`config.mk`:
```
export PLATFORM = sky130hd
export DESIGN_NAME = rll_key_query_ctrl_flat
export DESIGN_NICKNAME = d
export VERILOG_FILES = /design/src/rtl/rll_key_query_ctrl_if.sv /design/src/rtl/rll_key_query_ctrl.sv /design/src/flat_wrapper.sv
export SDC_FILE = /design/constraint.sdc
export NUM_CORES = 1
export LEC_CHECK = 0
export CELL_PAD_IN_SITES_DETAIL_PLACEMENT = 1
export CELL_PAD_IN_SITES_GLOBAL_PLACEMENT = 1
export CORE_MARGIN = 1
export CORE_UTILIZATION = 36
export CTS_CLUSTER_DIAMETER = 150
export DETAILED_ROUTE_END_ITERATION = 12
export PLACE_DENSITY_LB_ADDON = 0.1
export SETUP_SLACK_MARGIN = 0.5
export SLEW_MARGIN = 20
export SYNTH_ARGS = -nofsm -noshare
export SYNTH_HDL_FRONTEND = slang
export SYNTH_SLANG_ARGS = --single-unit
```
`constraint.sdc`:
```
create_clock -name clk -period 2.5 [get_ports clk]
set_input_delay 0.5 -clock clk [delete_from_list [all_inputs] [get_ports clk]]
set_output_delay 0.5 -clock clk [all_outputs]
set_load 0.05 [all_outputs]
```
`src/rtl/rll_key_query_ctrl_if.sv`:
```
// Harness-side handshake bundle for rll_key_query_ctrl.
// Ports: key bit stream, query request, response, key_loaded and query_cnt status.
interface rll_key_query_ctrl_if #(
   parameter int IN_W  = 32,
   parameter int OUT_W = 32,
   parameter int CNT_W = 16
);
   logic             key_bit_valid;
   logic             key_bit;
   logic             key_bit_ready;
   logic             key_loaded;
   logic             req_valid;
   logic [IN_W-1:0]  req_vec;
   logic             req_ready;
   logic             resp_valid;
   logic [OUT_W-1:0] resp_data;
   logic             resp_ready;
   logic [CNT_W-1:0] query_cnt;

   modport master (
      output key_bit_valid, key_bit, req_valid, req_vec, resp_ready,
      input  key_bit_ready, key_loaded, req_ready, resp_valid,
      input  resp_data, query_cnt
   );

   modport slave (
      input  key_bit_valid, key_bit, req_valid, req_vec, resp_ready,
      output key_bit_ready, key_loaded, req_ready, resp_valid,
      output resp_data, query_cnt
   );
endinterface

```
`src/rtl/rll_key_query_ctrl.sv`:
```
// Serial key loader and single-query sequencer for a key-locked netlist.
// Ports: clk, rst_n, bus (slave handshake), ckt_in/ckt_key drive, ckt_out sample.
module rll_key_query_ctrl #(
   parameter int IN_W       = 32,
   parameter int OUT_W      = 32,
   parameter int KEY_W      = 16,
   parameter int SETTLE_CYC = 2,
   parameter int CNT_W      = 16
) (
   input  logic             clk,
   input  logic             rst_n,
   rll_key_query_ctrl_if.slave bus,
   output logic [IN_W-1:0]  ckt_in,
   output logic [KEY_W-1:0] ckt_key,
   input  logic [OUT_W-1:0] ckt_out
);
   localparam int IDX_W = $clog2(KEY_W);
   localparam int SET_W = (SETTLE_CYC > 1) ? $clog2(SETTLE_CYC) : 1;

   typedef enum logic [2:0] {
      IDLE,
      SHIFT,
      ARMED,
      SETTLE,
      HOLD
   } state_t;

   state_t           state_q;
   logic [KEY_W-2:0] shift_q;
   logic [IDX_W-1:0] idx_q;
   logic [SET_W-1:0] settle_q;
   logic [OUT_W-1:0] resp_data_q;
   logic             resp_valid_q;
   logic [CNT_W-1:0] cnt_q;
   logic             key_acc;
   logic             req_acc;

   // A pending query blocks key bits in ARMED so it wins a tie.
   assign bus.key_bit_ready = (state_q == IDLE) ||
                              (state_q == SHIFT) ||
                              ((state_q == ARMED) && !bus.req_valid);
   assign bus.req_ready  = (state_q == ARMED);
   assign bus.key_loaded = (state_q == ARMED) ||
                           (state_q == SETTLE) ||
                           (state_q == HOLD);
   assign bus.resp_valid = resp_valid_q;
   assign bus.resp_data  = resp_data_q;
   assign bus.query_cnt  = cnt_q;

   assign key_acc = bus.key_bit_valid && bus.key_bit_ready;
   assign req_acc = bus.req_valid && bus.req_ready;

   always_ff @(posedge clk or negedge rst_n) begin
      if (!rst_n) begin
         state_q      <= IDLE;
         shift_q      <= '0;
         idx_q        <= '0;
         settle_q     <= '0;
         resp_data_q  <= '0;
         resp_valid_q <= 1'b0;
         cnt_q        <= '0;
         ckt_in       <= '0;
         ckt_key      <= '0;
      end else begin
         unique case (state_q)
            IDLE: begin
               if (key_acc) begin
                  shift_q[0] <= bus.key_bit;
                  idx_q      <= IDX_W'(1);
                  state_q    <= SHIFT;
               end
            end
            SHIFT: begin
               if (key_acc) begin
                  if (idx_q == IDX_W'(KEY_W - 1)) begin
                     // Whole key lands in one edge; netlist never sees a partial key.
                     ckt_key <= {bus.key_bit, shift_q};
                     cnt_q   <= '0;
                     idx_q   <= '0;
                     state_q <= ARMED;
                  end else begin
                     shift_q[idx_q] <= bus.key_bit;
                     idx_q          <= idx_q + IDX_W'(1);
                  end
               end
            end
            ARMED: begin
               if (req_acc) begin
                  ckt_in   <= bus.req_vec;
                  settle_q <= SET_W'(SETTLE_CYC - 1);
                  state_q  <= SETTLE;
               end else if (key_acc) begin
                  shift_q[0] <= bus.key_bit;
                  idx_q      <= IDX_W'(1);
                  state_q    <= SHIFT;
               end
            end
            SETTLE: begin
               if (settle_q == '0) begin
                  resp_data_q  <= ckt_out;
                  resp_valid_q <= 1'b1;
                  state_q      <= HOLD;
               end else begin
                  settle_q <= settle_q - SET_W'(1);
               end
            end
            HOLD: begin
               if (bus.resp_ready) begin
                  resp_valid_q <= 1'b0;
                  if (cnt_q != '1) begin
                     cnt_q <= cnt_q + CNT_W'(1);
                  end
                  state_q <= ARMED;
               end
            end
            default: state_q <= IDLE;
         endcase
      end
   end
endmodule

```
`src/flat_wrapper.sv`:
```
// flat-port wrapper written by rule: the top's interface ports become plain ports
module rll_key_query_ctrl_flat 
#(
   parameter int IN_W       = 32,
   parameter int OUT_W      = 32,
   parameter int KEY_W      = 16,
   parameter int SETTLE_CYC = 2,
   parameter int CNT_W      = 16
)
  (clk, rst_n, ckt_in, ckt_key, ckt_out, bus_key_bit_valid, bus_key_bit, bus_req_valid, bus_req_vec, bus_resp_ready, bus_key_bit_ready, bus_key_loaded, bus_req_ready, bus_resp_valid, bus_resp_data, bus_query_cnt);
  rll_key_query_ctrl_if #(.IN_W(IN_W), .OUT_W(OUT_W), .CNT_W(CNT_W)) bus_i ();
  input  logic clk;
  input  logic rst_n;
  output logic [IN_W-1:0] ckt_in;
  output logic [KEY_W-1:0] ckt_key;
  input  logic [OUT_W-1:0] ckt_out;
  input wire logic [$bits(bus_i.key_bit_valid)-1:0] bus_key_bit_valid;
  input wire logic [$bits(bus_i.key_bit)-1:0] bus_key_bit;
  input wire logic [$bits(bus_i.req_valid)-1:0] bus_req_valid;
  input wire logic [$bits(bus_i.req_vec)-1:0] bus_req_vec;
  input wire logic [$bits(bus_i.resp_ready)-1:0] bus_resp_ready;
  output wire logic [$bits(bus_i.key_bit_ready)-1:0] bus_key_bit_ready;
  output wire logic [$bits(bus_i.key_loaded)-1:0] bus_key_loaded;
  output wire logic [$bits(bus_i.req_ready)-1:0] bus_req_ready;
  output wire logic [$bits(bus_i.resp_valid)-1:0] bus_resp_valid;
  output wire logic [$bits(bus_i.resp_data)-1:0] bus_resp_data;
  output wire logic [$bits(bus_i.query_cnt)-1:0] bus_query_cnt;
  assign bus_i.key_bit_valid = bus_key_bit_valid;
  assign bus_i.key_bit = bus_key_bit;
  assign bus_i.req_valid = bus_req_valid;
  assign bus_i.req_vec = bus_req_vec;
  assign bus_i.resp_ready = bus_resp_ready;
  assign bus_key_bit_ready = bus_i.key_bit_ready;
  assign bus_key_loaded = bus_i.key_loaded;
  assign bus_req_ready = bus_i.req_ready;
  assign bus_resp_valid = bus_i.resp_valid;
  assign bus_resp_data = bus_i.resp_data;
  assign bus_query_cnt = bus_i.query_cnt;
  rll_key_query_ctrl #(.IN_W(IN_W), .OUT_W(OUT_W), .KEY_W(KEY_W), .SETTLE_CYC(SETTLE_CYC), .CNT_W(CNT_W)) u_core (.clk(clk), .rst_n(rst_n), .bus(bus_i), .ckt_in(ckt_in), .ckt_key(ckt_key), .ckt_out(ckt_out));
endmodule
```
==> metrics, run 1 <==
status=completed; slowest CP cell=dfrtp_2; min-delay worst type=in -> async; Row Count=43; synth warn=0; final cell count without fillers=approximately 820; Worst Skew=0.00590 ns; top-count cell post-synth=dfrtp_1; Root Driver=clkbuf_16; H-tree depth=4; Synth top area share=between 50% and 60%; power share of the sequential group=29.3%; Mapped Area=5130 um2; Total Routing Usage GR=19.8%; IO Pins=170; top cells by area, synth=dfrtp_1 59%, mux2_2 16%, nand2_1 5.1%; main flop type after synthesis=dfrtp_1; f_max=462 MHz; P_sw=roughly 4.2 mW; via count=4142; syn nets=495; pre-CTS worst setup slack=-0.00643 ns; Crit. End Element=flop; Tcrit/Tclk final=86.7%; XOR/XNOR share of the synthesized area=0.341%; Pwr Density=~1300 nW/um2; sw frac=41.8%; Mean Syn Cell Area=12.2 um2; die height=between 100 and 150 um; first-pass GRT wire length=22300 um; Post-synth EDFFs=0; Clk pwr share=24.6%; CTS tree=yes; unrepaired setup endpoints after global routing=true; Nets=between 700 and 800; worst reg-to-reg setup slack=0.33 ns; Arrival @ worst endpoint=between 2 and 3 ns; Pre-antenna DRT Iters=4; core box area=13900 um2; cells along the critical path=buf_2 > nand3b_1 > a221o_1 > buf_4 > a211o_1 > or4_1 > nand2_1; normalized max-slew margin=53.0%; area leader, netlist=dfrtp_1; Power Internal=~5.8 mW; Peak VDD IR=0.606 mV; drt drc=0; Placed Area=7180 um2; hold_buf cts=0; design area=slightly below 8000 um2; vias in the first global route=4317; grt ovf=0; max-slew violations=0; clock sinks=between 100 and 150; worst skew pair latency=0.41 ns; Leakage=3.82 nW; Setup Crit Path Kind=reg -> reg; placed cells=around 770; starting density of the core=37.0%; final WL=14400 um; WP data required=2.85 ns; Async S/R FF share, synth=100%; main combinational cell family by area after synthesis=multiplexers; Avg WL per Cell=17.6 um; Slew @ Worst Pin=roughly 0.70 ns; Synth Area in Compound Gates=5.88%; initial antenna violation count=1; worst hold slack=0.121 ns; DR iter-0 viols=96; top cells by count, synth=120 x dfrtp_1, 74 x mux2_2, 70 x nand2_1; final count of hold timing violations=0; Tmin final=between 2 and 2.5 ns; Yosys reg bits=120; CP Max Fanout=6; Die W=121 um; multiplexer share of the synthesized area=17.5%; CTS max path bufs=2; Max-Cap Viols=0; clock-pin transition on the worst setup and hold timing paths=approximately 0.050 ns; WP buf/inv=2; Synth-to-Final Area Change=54.3%; setup slack after layout=0.334 ns; # setup viols final=0; largest net degree at the start of global routing=50; Vias per Instance=5.05; Detail Placement HPWL=9450 um; unique cell type count in the Yosys netlist=between 50 and 60; Inserted Clock Buffers=17; n_diodes=0; die area=about 15000 um2; Comb pwr share=46.1%; crit path launch type=flop; fin util=57.0%; Synth Area in Adders=around 1.2%; Seq/Total Area, Yosys=58.5%; max incr delay on CP=0.45 ns; global placement routability congestion=approximately 0.75; Post-DRT Antenna Nets=0; Port Buf Inserts=169; Setup TNS Final=0 ns; Post-Synth Simple-Gate Area=14.1%; overall power=9.97 mW; layout cells sized above 1=28.9%; delay-heaviest family, CP=simple AND/OR/NAND/NOR gates; Post-Syn Instances=420
-- registers in the layout (all words and copies together) (netlist names) --
signal / count
u_core.ckt_in: 32
u_core.idx_q: 4
u_core.shift_q: 15
u_core.settle_q: 1
u_core.ckt_key: 16
u_core.bus.resp_valid: 1
u_core.bus.query_cnt: 16
u_core.bus.resp_data: 32
u_core.state_q: 3
-- cells by family after synthesis --
group	after synthesis
adders and majority gates	5
AOI/OAI and AO/OA	47
buffers and inverters	24
DFF	120
and+or+nand+nor	142
muxes	80
xor gates and xnor gates	2
-- layout make-up --
| type | instances | area, um2 |
|---|---|---|
| Timing Repair Buffer | 209 | 1950 |
| Sequential cell | 120 | 3010 |
| Multi-Input combinational cell | 276 | 2120 |
| Inverter | 4 | 15.0 |
| Clock buffer | 19 | 443 |
| Tap cell | 180 | 225 |
| Clock inverter | 13 | 154 |
| Fill cell | 1466 | 5960 |
-- cell usage in the layout, fill, tap and decap left out, types with 3 or more instances in the layout --
master             n
mux2_1             5
buf_4             35
dlygate4sd2_1     96
clkdlybuf4s50_1   66
buf_12             7
nor2_1             9
and3_1             4
nand3_1           18
mux2_2            74
a21oi_1            9
a21oi_2            3
o21ai_0           12
clkbuf_16         17
nand2_1           67
nand4_1            9
or3_1              4
inv_1              4
ha_1               4
dfrtp_2            8
nand3b_1           3
nor2b_1            4
a21o_1             3
bufinv_16          3
clkinvlp_4         4
dfrtp_1          112
clkinv_2           5
-- timing repair --
item                                   4_1_cts  5_1_grt
endpoints found under the hold margin        0        0
cloned                                       0        0
setup endpoints to repair                  135       50
gates resized for setup                    105       24
buffers inserted                             5       15
pin swaps                                    3        8
-- worst register-to-register path, cell delays in order (launching register included) --
cell and delay (ns):
dfrtp_2 0.45, buf_2 0.17, nand3b_1 0.15, a221o_1 0.36
buf_4 0.17, a211o_1 0.29, or4_1 0.43, nand2_1 0.08
-- power groups by stage --
stage / sequential [mW] / clock, mW / combinational (mW)
2_1_floorplan: 4.64 / 0 / 1.27
3_3_place_gp: 2.96 / 0 / 4.58
3_5_place_dp: 3.00 / 0 / 4.64
4_1_cts: 2.95 / 2.51 / 4.40
5_1_grt: 3.01 / 2.60 / 4.84
6_report: 2.92 / 2.46 / 4.59
-- metal layers --
layer,routed length [um],GRT usage [%],up-vias
li1,-,-,1906
met2,7350,32.9,128
met3,1200,8.74,15
met4,196,7.48,2
met1,5650,22.2,2091
met5,13,0,-
-- final timing paths --
kind / startpoint / to / depth (start not counted)
hold / removal: rst_n / u_core.ckt_key[4] / 1
min in group clk: u_core.shift_q[10] / u_core.ckt_key[10] / 2
max in group asynchronous: rst_n / u_core.bus.query_cnt[0] / 2
hold reg to reg: u_core.shift_q[10] / u_core.ckt_key[10] / 2
setup / recovery: u_core.state_q[0] / u_core.bus.query_cnt[7] / 7
setup reg to reg: u_core.state_q[0] / u_core.bus.query_cnt[7] / 7
Power figures use the tool's default switching activity.
==> run 2: changes to the inputs <==
MAX_ROUTING_LAYER = met4   (was unset)
==> run 2 against run 1 <==
Effect of this change:
- sequential share of layout area about the same
- largest power group unchanged
- total power hardly changed
- count of clock-buffer cells in the layout unchanged
- largest cell class unchanged
- cell count grew 0.12%
- critical path depth is the same
- cell area about the same
==> metrics, run 2 (synthesis gave the netlist of run 1 again) <==
status=completed; die height=121 um; crit path launch type=flop; CTS tree=yes; first-pass GRT wire length=22200 um; pre-CTS worst setup slack=-0.00643 ns; Detail Placement HPWL=9450 um; f_max=462 MHz; design area=7920 um2; grt ovf=0; Pre-antenna DRT Iters=4; Die W=121 um; Post-DRT Antenna Nets=0; Setup Crit Path Kind=reg -> reg; Inserted Clock Buffers=17; final count of hold timing violations=0; Vias per Instance=between 5 and 6; Tcrit/Tclk final=between 80 and 90%; reg2reg end=u_core.bus.query_cnt[7]; worst reg-to-reg setup slack=0.34 ns; Leakage=3.82 nW; setup slack after layout=0.336 ns; drt drc=0; number of fillers in the final layout=1467; normalized max-slew margin=52.2%; WP data required=2.85 ns; # setup viols final=0; Root Driver=clkbuf_16; most common cell after layout, fill and taps aside=dfrtp_1; core box area=13900 um2; global placement routability congestion=0.758; final cell count without fillers=822; Pwr Density=1260 nW/um2; worst r2r src=u_core.state_q[0]; Nets=703; layout cells sized above 1=just under 30%; Slew @ Worst Pin=0.716 ns; CTS max path bufs=2; Synth-to-Final Area Change=54.4%; largest net degree at the start of global routing=50; Avg WL per Cell=between 15 and 20 um; Total Routing Usage GR=around a fifth; min-delay worst type=in -> async; overall power=9.97 mW; clock-pin transition on the worst setup and hold timing paths=around 0.060 ns; Peak VDD IR=0.606 mV; die area=14700 um2; Port Buf Inserts=169; IO Pins=170; hold_buf cts=0; DR iter-0 viols=124; starting density of the core=37.0%; Placed Area=~7000 um2; max-slew violations=0; final WL=around 14000 um; Worst Skew=0.00450 ns; Reg2Reg Depth=7; H-tree depth=4; vias in the first global route=4330; worst skew pair latency=0.41 ns; via count=4123; Crit. End Element=flop; clock sinks=between 100 and 150; Arrival @ worst endpoint=2.51 ns; initial antenna violation count=1; unrepaired setup endpoints after global routing=true; worst hold slack=0.118 ns; most frequent cells in the layout=112 x dfrtp_1, 96 x dlygate4sd2_1, 74 x mux2_2; CP Max Fanout=6; Row Count=between 40 and 50; Tmin final=around 2.2 ns; Max-Cap Viols=0; placed cells=769
[run 2: critical path, stage by stage (launching register included)]
cell and delay, ns:
dfrtp_2 0.45, buf_2 0.17, nand3b_1 0.15, a221o_1 0.36, buf_4 0.17, a211o_1 0.29
or4_1 0.43, nand2_1 0.08
[run 2: stage by stage]
stage	utilization, %	setup TNS (ns)
detailed placement	51.7	-0.00643
finish	57.1	0
global placement	51.7	0
CTS	55.6	0
global route	57.1	0
floorplan	-	0
[run 2: how the worst max path moves through the flow]
stage / start / endpoint
after floorplan: u_core.bus.query_cnt[7] / u_core.bus.query_cnt[11]
after global placement: bus_key_bit_valid / u_core.bus.query_cnt[14]
after detailed placement: bus_key_bit_valid / u_core.bus.query_cnt[12]
after CTS: bus_req_valid / bus_key_bit_ready
after global routing: u_core.state_q[0] / u_core.bus.query_cnt[7]
final: u_core.state_q[0] / u_core.bus.query_cnt[7]
[run 2: timing repair]
item,CTS,global route
buffers inserted,5,15
pin swaps,3,8
resized for setup,105,24
endpoints found under the setup margin,135,50
gates cloned,0,0
[run 2: layer usage]
| layer | part of all wire (%) | vias to the layer above | track usage [%] | routed length, um |
|---|---|---|---|---|
| met2 | 51 | 126 | 33.0 | 7310 |
| li1 | - | 1908 | - | - |
| met5 | 0 | - | - | 0 |
| met4 | 1.6 | 0 | 7.72 | 234 |
| met3 | 8.3 | 15 | 8.27 | 1200 |
| met1 | 39 | 2074 | 22.4 | 5670 |
[run 2: power by group]
group          switching, mW  internal [mW]
registers              0.349           2.57
clock network          0.878           1.58
logic                   2.94           1.65
[run 2: layout make-up]
cell class | count | area, um2 | area share (%)
Clock buffer | 19 | 443 | 5.59
Timing Repair Buffer | 209 | 1950 | 24.6
Clock inverter | 13 | 154 | 1.94
Inverter | 4 | 15.0 | 0.190
Tap cell | 180 | 225 | 2.84
Antenna cell | 1 | 2.50 | 0.0316
Multi-Input combinational cell | 276 | 2120 | 26.7
Sequential cell | 120 | 3010 | 38.0
